$ cat src/rtl/counter.sv
// Modulo-(MAX_COUNT+1) up/down counter that supplies the sequence index to the
// parent's prime/Fibonacci decoder. The count is always registered; reset is synchronous and active-low.
module counter #(
  parameter int WIDTH     = 4,
  parameter int MAX_COUNT = 10
) (
  input  logic             clk,
  input  logic             reset,
  input  logic             updown,
  input  logic             enable,
  output logic [WIDTH-1:0] q
);

  localparam logic [WIDTH-1:0] LP_MAX  = WIDTH'(MAX_COUNT);
  localparam logic [WIDTH-1:0] LP_ZERO = '0;
  localparam logic [WIDTH-1:0] LP_ONE  = WIDTH'(1);

  logic [WIDTH-1:0] r_count;
  logic [WIDTH-1:0] w_count_next;
  logic [WIDTH-1:0] w_count_inc;
  logic [WIDTH-1:0] w_count_dec;
  logic             w_at_max;
  logic             w_at_zero;
  logic             w_illegal;

  assign w_at_max    = (r_count == LP_MAX);
  assign w_at_zero   = (r_count == LP_ZERO);
  assign w_illegal   = (r_count > LP_MAX);
  assign w_count_inc = w_at_max  ? LP_ZERO : (r_count + LP_ONE);
  assign w_count_dec = w_at_zero ? LP_MAX  : (r_count - LP_ONE);

  // An out-of-range count is recovered to 0 on the next enabled step,
  // regardless of the direction. While the counter is disabled, that value is held.
  always_comb begin
    w_count_next = r_count;
    if (enable) begin
      if (w_illegal) begin
        w_count_next = LP_ZERO;
      end else if (updown) begin
        w_count_next = w_count_inc;
      end else begin
        w_count_next = w_count_dec;
      end
    end
  end

  always_ff @(posedge clk) begin
    if (!reset) begin
      r_count <= LP_ZERO;
    end else begin
      r_count <= w_count_next;
    end
  end

  assign q = r_count;

endmodule

$ cat config.mk
export PLATFORM = sky130hd
export DESIGN_NAME = counter
export DESIGN_NICKNAME = d
export VERILOG_FILES = /design/src/rtl/counter.sv
export SDC_FILE = /design/constraint.sdc
export NUM_CORES = 1
export LEC_CHECK = 0
export BUFFER_PORTS_ARGS = -buffer_cell sky130_fd_sc_hd__buf_4
export CORE_AREA = 10 10 47 49
export DETAILED_ROUTE_END_ITERATION = 12
export DIE_AREA = 0 0 57 59
export GPL_TIMING_DRIVEN = 1
export PLACE_DENSITY = 0.53
export SYNTH_ARGS = -nofsm -noshare
export SYNTH_HDL_FRONTEND = slang
export SYNTH_SLANG_ARGS = --single-unit
export TNS_END_PERCENT = 30
$ cat constraint.sdc
create_clock -name clk -period 1.7 [get_ports clk]
set_clock_uncertainty 0.15 [all_clocks]
set_input_delay 0.425 -clock clk [delete_from_list [all_inputs] [get_ports clk]]
set_output_delay 0.425 -clock clk [all_outputs]
set_load 0.05 [all_outputs]
==> Yosys cells after proc, flatten, opt, wreduce, memory -nomap -nowiden <==
Index checks and enable logic that the tools add are counted.
{ "totals": {"register_bits": 4, "input_bits": 4, "output_inout_bits": 4, "wordCells": 10} }
{ "op_classes": {"addsub": 2, "magnitude_cmp": 1, "eq_ne": 1, "muxes": 4, "reduce_logical": 1} }
{ "op_table": {"columns": ["op", "n"], "rows": [
  ["4-bit 2-to-1 mux", 4],
  ["4-bit by 1-bit adder with 4-bit output, second input constant", 1],
  ["4-bit == test, second input constant", 1],
  ["4-bit greater-than comparator, second input constant", 1],
  ["4-bit logical NOT", 1],
  ["4-bit by 1-bit subtractor with 4-bit output, second input constant", 1]
]} }

==> Depth between registers and ports, before layout <==
Gate-level depths: netlist of run 1.
{ "logic_depth": {"ltp_word": 4, "ltp_mapped": 6, "depth_no_buf": 6} }

==> Least setup slack after synthesis of run 1 <==
OpenSTA, ideal clock, no wires.
{ "synth_path": {"path_kind": "register to register", "startpoint": "register r_count[0] (netlist: q[0])", "endpoint": "register r_count[3] (netlist: q[3])", "setup_ps": 121, "t_arrival_ps": 1646, "t_required_ps": 1429, "setup_slack_ps": -217, "stages_incl_launch_ff": 6, "n_path_buf": 0, "period_less_slack_ps": 1917, "path_cell_list": "dfxtp_1 -> inv_1 -> ha_1 -> or3_1 -> a31oi_1 -> o31ai_1"} }
{ "synth_between": {"elab_chain_len": 4, "word_cells_on_any_way": 9, "classes_between": "add/sub (2); order compare (1); eq/ne (1); mux (4); reduce/logical (1)"} }
{ "synth_lines": {"columns": ["item", "line_no", "source"], "rows": [
  ["from (decl)", "18", "logic [WIDTH-1:0] r_count;"],
  ["from (signal assigned)", "51", "r_count <= w_count_next;"],
  ["4-bit by 1-bit subtractor with 4-bit output, or another cell as far along", "30", "assign w_count_dec = w_at_zero ? LP_MAX : (r_count - LP_ONE);"],
  ["4-bit 2-to-1 mux, on equally long branches", "30, 29", null],
  ["4-bit 2-to-1 mux", "39", "end else if (updown) begin"],
  ["4-bit 2-to-1 mux (*)", "37", "if (w_illegal) begin"]
]} }
Every way passes the cells marked *; elsewhere a longest branch is shown, timed or not.
A chain may end at the register's enable or synchronous reset.

==> Final worst setup path of run 1 <==
{ "layout_path": {"startpoint": "register r_count[3] (netlist: q[3])", "endpoint": "output q[3]"} }
{ "layout_rtl": {"columns": ["item", "line_no", "source"], "rows": [
  ["to (decl)", "11", "output logic [WIDTH-1:0] q"]
]} }
No word-level cell between the ends.

==> reports/qor.yml, run 1 <==
outcome:
  status: "complete, no violations"
yosys:
  synth_ff_type: "dfxtp_1"
  synth_cell_type_count: 20
  syn_nets: 56
  synth_edf_count: 0
  synth_area_per_cell_um2: 7.27
  yosys.area.top_type: "dfxtp_1"
  seq_area_frac_synth_pct: 22.9
  async_flop_share_pct: 0
  synth-seq-cells: 4
  ys_top_cells_by_area: "dfxtp_1, ha_1, nand2_1, nor2b_1, a21oi_1"
  yosysWarnings: 0
  synth_most_common_cell: "nand2_1"
  synth_cells: 48
  synthesis.area_um2: 349
  yosys.area.top_type_share_pct: 22.9
hold_path:
  hold_start: "enable"
  min_path_type: "in2reg"
final_layout:
  final_cell_area_um2: 437
  fillers: 160
  largest_register_ffs: 4
  fin_cells: 72
  drive_above_1_share_pct: 23.2
  diodes: 0
  nNetsFinal: 66
  syn_to_final_growth_pct: 25.1
clocking:
  cts_post_setup_buffers_inserted: 0
  numCtsBuffers: 3
  clockBufferDepth: 2
  ctsResizeCount: 0
  cts_tree: "done"
  cts.sinks: 4
  cts_max_level: 1
  clockRootBuffer: "clkbuf_4"
  clock_latency_ps: 230
  path_clk_slew_ps: 40
  ctsHoldBuffers: 0
detailed_routing:
  drt.antenna.violating_nets: 0
  drt_iter0_drc: 4
  drc: 0
  via_count: 330
  wire_per_inst_um: 10.7
  drt-pass1-iter-count: 4
  highest_layer: "met3"
  dr_wl_met3_um: 52
  drt_wl_total_um: 767
  wl_met1_um: 384
  viasPerCell: 4.58
  wl_met2_um: 330
worst_setup_path:
  setup.worst_path.start_class: "register"
  startpoint: "q[3]"
  cpMaxStageDelayCell: "dfxtp_1"
  cp_num_buf_inv: 1
  max_stage_delay_ps: 540
  crit_type: "reg2out"
  crit_fanout: 12
  crit_chain: "buf_4"
  required_ps: 1120
  crit_family: "flip-flops"
  end_kind: "primary output"
  crit_arrival_ps: 1040
  worstReg2RegStart: "q[1]"
grt:
  grt_usage_pct: 4.88
  grt_pass1_wl_mm: 1.33
  grt_pass1_vias: 321
  antenna_found_initial: 0
  grt_max_degree: 13
  gr-total-overflow: 0
place:
  gp_congestion: 0.774
  pre_cts_ws_ps: 182
  placedInstanceArea_um2: 414
  dp_hpwl_um: 591
  numPortBuffers: 7
  dp_cells: 69
sta:
  min_period_ps: 1620
  setup_tns_ps: 0
  worst_pin_slew_ps: 375
  slew_headroom_pct: 75.0
  final-setup-viol-count: 0
  final_hold_viol_count: 0
  setup_ws_ps: 83.8
  slew_viol_final: 0
  fin_crit_sh_pct: 95.1
  rsz0062_at_grt: "no"
  timing.fmax_ghz: 0.619
floorplanning:
  design.core.area_um2: 1400
  die_h_um: 59
  die_w_um: 57
  initial_core_util_pct: 24.9
  die_area_um2: 3360
  std_cell_rows: 14
  ioPinCount: 8
pwr:
  p_leak_nw: 0.176
  power.total_mw: 0.357
  power_density_nw_per_um2: 818
  ir_drop_v: 0.000634
run:
  cap_violations: 0
==> cell type report <==
class                      instances  area [µm²]  share of cell area, %
tap                               16        20.0                   4.58
sequential                         4        82.6                   18.9
clock buffer                       3        22.5                   5.16
timing repair buffer               8        60.1                   13.8
multi-input combinational         39         244                   55.9
inverter                           2        7.51                   1.72
==> per-stage QoR <==
stage	hold WS [ps]	utilization, %
after global routing	402	31.2
after global placement	362	29.6
after floorplan	449	-
final	361	31.2
after detailed placement	369	29.6
after CTS	357	31.2
==> where the power goes <==
| group | leakage (nW) | internal (mW) | switching, mW |
|---|---|---|---|
| registers | 0.0336 | 0.104 | 0.0146 |
| clock network | 0.0138 | 0.0787 | 0.0355 |
| logic | 0.129 | 0.0505 | 0.0742 |
| total | 0.176 | 0.233 | 0.124 |
==> routing by layer <==
metal | up-vias | GRT usage [%]
met3 | 0 | 4.08
li1 | 182 | -
met5 | - | 0
met4 | 0 | 0
met2 | 7 | 7.60
met1 | 141 | 5.34
==> final timing paths <==
kind         endpoint  slack (ps)  cells after the start
max              q[3]          80                      1
min              q[0]         360                      4
max reg2reg      q[3]         180                      5
min reg2reg      q[1]         380                      2
==> cell usage in the layout, fill, tap and decap left out <==
cell / count
a31oi_1: 2
buf_4: 8
ha_1: 4
nor2b_1: 4
nand3_1: 1
o31ai_1: 2
a32o_1: 1
xnor2_1: 1
nand2_1: 7
nor3b_1: 1
or3_1: 1
o21ai_0: 3
o21ai_1: 1
inv_1: 2
clkbuf_4: 3
nor2_1: 4
dfxtp_1: 2
a21oi_1: 4
dfxtp_2: 2
mux2i_1: 1
nand2b_1: 2
==> tightest hold or removal path, cell delays in order <==
cell and delay (ps):
buf_4 80, nor2b_1 70, nand2_1 70, o31ai_1 50
==> kinds of logic (layout without fill, tap and decap cells) <==
| kind of cell | Yosys count | count (layout) | synth area share [%] |
|---|---|---|---|
| xor gates and xnor gates | 1 | 1 | 2.51 |
| DFF | 4 | 4 | 22.9 |
| buffers and inverters | 5 | 13 | 7.17 |
| and+or+nand+nor | 20 | 20 | 28.0 |
| AOI/OAI and AO/OA | 13 | 13 | 22.2 |
| muxes | 1 | 1 | 2.87 |
| adders and majority gates | 4 | 4 | 14.3 |
Power figures use the tool's default switching activity.
==> inputs of run 2 (changes only) <==
--- a/config.mk
+++ b/config.mk
@@ -5,12 +5,13 @@
 export SDC_FILE = /design/constraint.sdc
 export NUM_CORES = 1
 export LEC_CHECK = 0
+export ABC_AREA = 1
 export BUFFER_PORTS_ARGS = -buffer_cell sky130_fd_sc_hd__buf_4
 export CORE_AREA = 10 10 47 49
 export DETAILED_ROUTE_END_ITERATION = 12
 export DIE_AREA = 0 0 57 59
 export GPL_TIMING_DRIVEN = 1
-export PLACE_DENSITY = 0.53
+export PLACE_DENSITY = 0.56
 export SYNTH_ARGS = -nofsm -noshare
 export SYNTH_HDL_FRONTEND = slang
 export SYNTH_SLANG_ARGS = --single-unit
==> reports/qor.yml, run 2 <==
final_layout:
  final_cell_area_um2: 465  # +6.6%
  drive_above_1_share_pct: 31.3  # +8.0 points
  largest_register_ffs: 4  # unchanged
  diodes: 0  # unchanged
  nNetsFinal: 74  # +12%
  final_cell_mix: "nand2_1, inv_1, buf_4"
  syn_to_final_growth_pct: 19.6
  final_common_cell: "nand2_1"
worst_setup_path:
  crit_family: "flip-flops"
  crit_arrival_ps: 1020  # -20 ps
  startpoint: "q[3]"
  worstReg2RegStart: "q[0]"
  cpMaxStageDelayCell: "dfxtp_1"
  end_kind: "primary output"
  crit_chain: "buf_4"
  crit_fanout: 9  # -3
  required_ps: 1120  # about the same
  crit_type: "reg2out"
  setup.worst_path.start_class: "register"
  cp_num_buf_inv: 1  # unchanged
  max_stage_delay_ps: 520  # -20 ps
outcome:
  status: "complete, no violations"
floorplanning:
  die_h_um: 59  # unchanged
  design.core.area_um2: 1400  # unchanged
  die_area_um2: 3360  # unchanged
  std_cell_rows: 14  # unchanged
  ioPinCount: 8  # unchanged
  initial_core_util_pct: 27.8  # +2.9 points
  die_w_um: 57  # unchanged
yosys:
  syn_nets: 64  # +14%
  synth_edf_count: 0  # unchanged
  synth_cells: 56  # +17%
  synth-seq-cells: 4  # unchanged
  seq_area_frac_synth_pct: 20.6  # -2.4 points
  ys_top_cells_by_area: "dfxtp_1, ha_1, nand2_1, inv_1, buf_6"
  synth_area_per_cell_um2: 6.95  # -4.5%
  yosys.area.top_type: "dfxtp_1"
  async_flop_share_pct: 0  # unchanged
  synth_cell_type_count: 16  # -20%
  synth_most_common_cell: "nand2_1"
  ys_top_cells_by_count: "nand2_1, inv_1"
  synth_ff_type: "dfxtp_1"
  synthesis.area_um2: 389  # +11%
  yosys.area.top_type_share_pct: 20.6  # -2.4 points
  yosysWarnings: 0  # unchanged
place:
  dp_hpwl_um: 637  # +7.9%
  pre_cts_ws_ps: 152  # -29.3 ps
  numPortBuffers: 7  # unchanged
  placedInstanceArea_um2: 442  # +6.6%
  gp_congestion: 0.813  # +5.0%
pwr:
  ir_drop_v: 0.000490  # -23%
  p_leak_nw: 0.234  # +33%
  power_density_nw_per_um2: 797  # -2.6%
detailed_routing:
  drt.antenna.violating_nets: 0  # unchanged
  drt_wl_total_um: 810  # +5.6%
  drt_iter0_drc: 6  # +2
  wire_per_inst_um: 10.1  # -5.0%
  drt-pass1-iter-count: 2  # -2
  drc: 0  # unchanged
  via_count: 361  # +9.4%
  viasPerCell: 4.51  # -1.5%
grt:
  grt_max_degree: 11  # -2
  grt_pass1_wl_mm: 1.41  # +6.2%
  grt_usage_pct: 5.13  # +0.25 points
  gr-total-overflow: 0  # unchanged
  antenna_found_initial: 0  # unchanged
  grt_pass1_vias: 357  # +11%
sta:
  slew_viol_final: 0  # unchanged
  setup_tns_ps: 0  # unchanged
  fin_crit_sh_pct: 94.0  # -1.0 points
  worst_pin_slew_ps: 352  # -22.9 ps
  setup_ws_ps: 101  # +17.4 ps
  final-setup-viol-count: 0  # unchanged
  timing.fmax_ghz: 0.625  # +1.1%
  final_hold_viol_count: 0  # unchanged
  min_period_ps: 1600  # -17.4 ps
  rsz0062_at_grt: "no"
  slew_headroom_pct: 76.5  # +1.5 points
  timing.hold.ws_ps: 304  # -57.1 ps
clocking:
  cts.sinks: 4  # unchanged
  clock_latency_ps: 230  # about the same
  path_clk_slew_ps: 40  # about the same
  cts_tree: "done"
  numCtsBuffers: 3  # unchanged
  clockRootBuffer: "clkbuf_4"
  ctsResizeCount: 1  # +1
  clockBufferDepth: 2  # unchanged
  cts_max_level: 1  # unchanged
  ctsHoldBuffers: 0  # unchanged
  cts_post_setup_buffers_inserted: 0  # unchanged
hold_path:
  hold_start: "reset"
  min_path_type: "in2reg"
run:
  cap_violations: 0  # unchanged
==> run 2: cell types whose count changed in the layout (fill, tap and decap cells not counted), moves of 2 or more <==
cell / delta
nor2b_1: -4
o31ai_1: -2
nor2_4: +2
a31oi_1: -2
xor2_1: +2
nand3_1: +3
inv_1: +5
nand2_1: +6
nor2_2: +3
nand2b_1: -2
==> run 2: cells by family (layout without fill, tap and decap cells) <==
group                    after synthesis  in the layout  synth area share, %
AO/OA/AOI/OAI                         10             10                 14.5
XOR/XNOR                               2              2                 4.50
adder cells (fa/ha/maj)                4              4                 12.9
buffers and inverters                  9             17                 12.5
flip-flops                             4              4                 20.6
AND/OR/NAND/NOR                       27             27                 35.0
==> run 2: area by class of cell <==
| class | instances | area (µm²) |
|---|---|---|
| multi-input combinational | 43 | 260 |
| clock buffer | 3 | 22.5 |
| timing repair buffer | 7 | 52.6 |
| tap | 16 | 20.0 |
| fill | 163 | 936 |
| inverter | 7 | 26.3 |
| sequential | 4 | 83.8 |
==> run 2: power breakdown <==
group          internal, mW  switching (mW)  total [mW]
logic                0.0480          0.0807       0.129
registers             0.104          0.0212       0.126
clock network        0.0789          0.0378       0.117
total                 0.231           0.140       0.371
==> run 2: final timing paths <==
kind                              to  slack, ps  depth (start not counted)
worst max-delay path            q[3]        100                          1
worst min-delay path            q[0]        300                          3
worst max register to register  q[1]        150                          8
worst min register to register  q[1]        400                          2
==> run 2: routing by layer <==
layer,part of all wire [%],wire length (µm),global-route usage (%)
met5,0,0,0
met1,46,370,5.32
met2,49,397,8.68
met3,5.2,42,3.22
met4,0,0,1.01
==> run 2: through the flow <==
| step | util, % | total power, mW | cells |
|---|---|---|---|
| 6_report | 33.2 | 0.371 | 80 |
| 5_1_grt | 33.2 | 0.404 | 80 |
| 4_1_cts | 33.2 | 0.378 | 80 |
| 3_5_place_dp | 31.5 | 0.256 | 77 |
| 3_3_place_gp | 31.5 | 0.257 | 77 |
| 2_1_floorplan | - | 0.228 | 56 |
==> inputs of run 3 (changes only) <==
--- a/config.mk
+++ b/config.mk
@@ -12,6 +12,7 @@
 export DIE_AREA = 0 0 57 59
 export GPL_TIMING_DRIVEN = 1
 export PLACE_DENSITY = 0.56
+export SKIP_LAST_GASP = 1
 export SYNTH_ARGS = -nofsm -noshare
 export SYNTH_HDL_FRONTEND = slang
 export SYNTH_SLANG_ARGS = --single-unit
==> constraint.sdc (replaced) <==
create_clock -name clk -period 1.9 [get_ports clk]
set_clock_uncertainty 0.15 [all_clocks]
set_input_delay 0.475 -clock clk [delete_from_list [all_inputs] [get_ports clk]]
set_output_delay 0.475 -clock clk [all_outputs]
set_load 0.05 [all_outputs]
==> reports/qor.yml, run 3 (same netlist as run 2, synthesis figures left out) <==
outcome:
  status: "complete, no violations"
place:
  placedInstanceArea_um2: 447  # +1.1%
  numPortBuffers: 7  # unchanged
  gp_congestion: 0.862  # +6.0%
  dp_hpwl_um: 686  # +7.7%
  dp_cells: 78  # +1.3%
floorplanning:
  die_area_um2: 3360  # unchanged
  design.core.area_um2: 1400  # unchanged
  ioPinCount: 8  # unchanged
  die_w_um: 57  # unchanged
  die_h_um: 59  # unchanged
  std_cell_rows: 14  # unchanged
  initial_core_util_pct: 27.8  # unchanged
grt:
  grt_max_degree: 11  # unchanged
  antenna_found_initial: 0  # unchanged
  grt_pass1_vias: 363  # +1.7%
  grt_pass1_wl_mm: 1.43  # +0.99%
  gr-total-overflow: 0  # unchanged
  grt_usage_pct: 5.22  # +0.084 points
clocking:
  path_clk_slew_ps: 40  # about the same
  ctsResizeCount: 0  # -1
  cts.sinks: 4  # unchanged
  cts_post_setup_buffers_inserted: 0  # unchanged
  clockBufferDepth: 2  # unchanged
  numCtsBuffers: 3  # unchanged
  cts_tree: "done"
  cts_max_level: 1  # unchanged
  clock_latency_ps: 230  # about the same
  ctsHoldBuffers: 0  # unchanged
  clockRootBuffer: "clkbuf_4"
detailed_routing:
  wire_per_inst_um: 10.6  # +4.4%
  drt-pass1-iter-count: 4  # +2
  drc: 0  # unchanged
  drt.antenna.violating_nets: 0  # unchanged
  viasPerCell: 4.48  # -0.69%
  via_count: 363  # +0.55%
  drt_wl_total_um: 856  # +5.7%
  drt_iter0_drc: 8  # +2
sta:
  setup_tns_ps: 0  # unchanged
  final-setup-viol-count: 0  # unchanged
  min_period_ps: 1760
  slew_headroom_pct: 67.9  # -8.6 points
  worst_pin_slew_ps: 481  # +129 ps
  fin_crit_sh_pct: 92.5
  slew_viol_final: 0  # unchanged
  final_hold_viol_count: 0  # unchanged
  timing.fmax_ghz: 0.569
  rsz0062_at_grt: "no"
pwr:
  swShare_pct: 37.9  # +0.22 points
  p_int_mw: 0.208  # -10%
  clkPwrFrac_pct: 31.3  # -0.2 points
  switchingPower_mw: 0.127  # -9.4%
  combPwrFrac_pct: 35.9  # +1.2 points
  p_leak_nw: 0.238  # +1.8%
  power_density_nw_per_um2: 713  # -11%
  ir_drop_v: 0.000335  # -32%
  seqPwrFrac_pct: 32.8  # -1.1 points
  power.total_mw: 0.334  # -9.9%
worst_setup_path:
  end_kind: "primary output"
  crit_family: "flip-flops"
  cp_num_buf_inv: 1  # unchanged
  max_stage_delay_ps: 610  # +90 ps
  setup.worst_path.start_class: "register"
  crit_type: "reg2out"
  required_ps: 1270  # +150 ps
  r2r_cells: 9  # +1
  cp_num_cells: 1  # unchanged
  cpMaxStageDelayCell: "dfxtp_1"
  crit_arrival_ps: 1130  # +110 ps
  crit_chain: "buf_4"
  crit_fanout: 10  # +1
final_layout:
  fin_cells: 81  # +1.3%
  final_cell_mix: "nand2_1, buf_4, inv_1"
  syn_to_final_growth_pct: 20.6
  largest_register_ffs: 4  # unchanged
  final_cell_area_um2: 469  # +0.81%
  final_common_cell: "nand2_1"
  diodes: 0  # unchanged
  drive_above_1_share_pct: 27.7  # -3.6 points
  nNetsFinal: 75  # +1.4%
run:
  cap_violations: 0  # unchanged
hold_path:
  min_path_cells: 3  # unchanged
  min_path_type: "in2reg"
run 3: cell types whose count changed in the layout (fill, tap and decap cells not counted), sizes merged:
| cell | change |
|---|---|
| buf | +1 |
run 3: area by class of cell:
type | count | area [µm²]
inverter | 7 | 26.3
tap | 16 | 20.0
clock buffer | 3 | 22.5
timing repair buffer | 8 | 60.1
fill | 181 | 932
multi-input combinational | 43 | 260
sequential | 4 | 80.1
run 3: path summary, 6_finish.rpt:
path | startpoint | to | slack [ps]
max | q[2] | q[2] | 140
min | reset | q[0] | 360
max reg2reg | q[0] | q[2] | 280
min reg2reg | q[1] | q[1] | 400
run 3: power groups by stage:
stage,combinational (mW),sequential [mW],clock (mW)
final,0.120,0.110,0.105
after global routing,0.131,0.112,0.120
after CTS,0.121,0.110,0.109
after detailed placement,0.120,0.112,0
after global placement,0.121,0.111,0
after floorplan,0.0753,0.128,0
run 3: metrics by stage:
step / setup WS, ps / util [%] / hold slack (ps)
3_5_place_dp: 298 / 31.9 / 392
3_3_place_gp: 313 / 31.9 / 397
4_1_cts: 131 / 33.5 / 353
6_report: 143 / 33.5 / 358
5_1_grt: 107 / 33.5 / 353
2_1_floorplan: 49.3 / - / 463
run 3: worst reg2reg max path: stages (launching register included):
cell,delay (ps)
dfxtp_1,400
inv_1,130
ha_1,280
nand2_4,90
nor2_4,40
nor2_1,140
nand2_1,60
nand2_1,80
nand2_1,60
a21oi_1,120
run 3: per-layer routing:
layer / vias to the layer above / share of wire, % / track usage, % / routed length, µm
met5: - / 0 / 0 / 0
met4: 0 / 0 / 2.01 / 0
met3: 0 / 4.4 / 3.00 / 38
met2: 4 / 51 / 8.68 / 434
met1: 166 / 45 / 5.31 / 383
li1: 193 / - / - / -
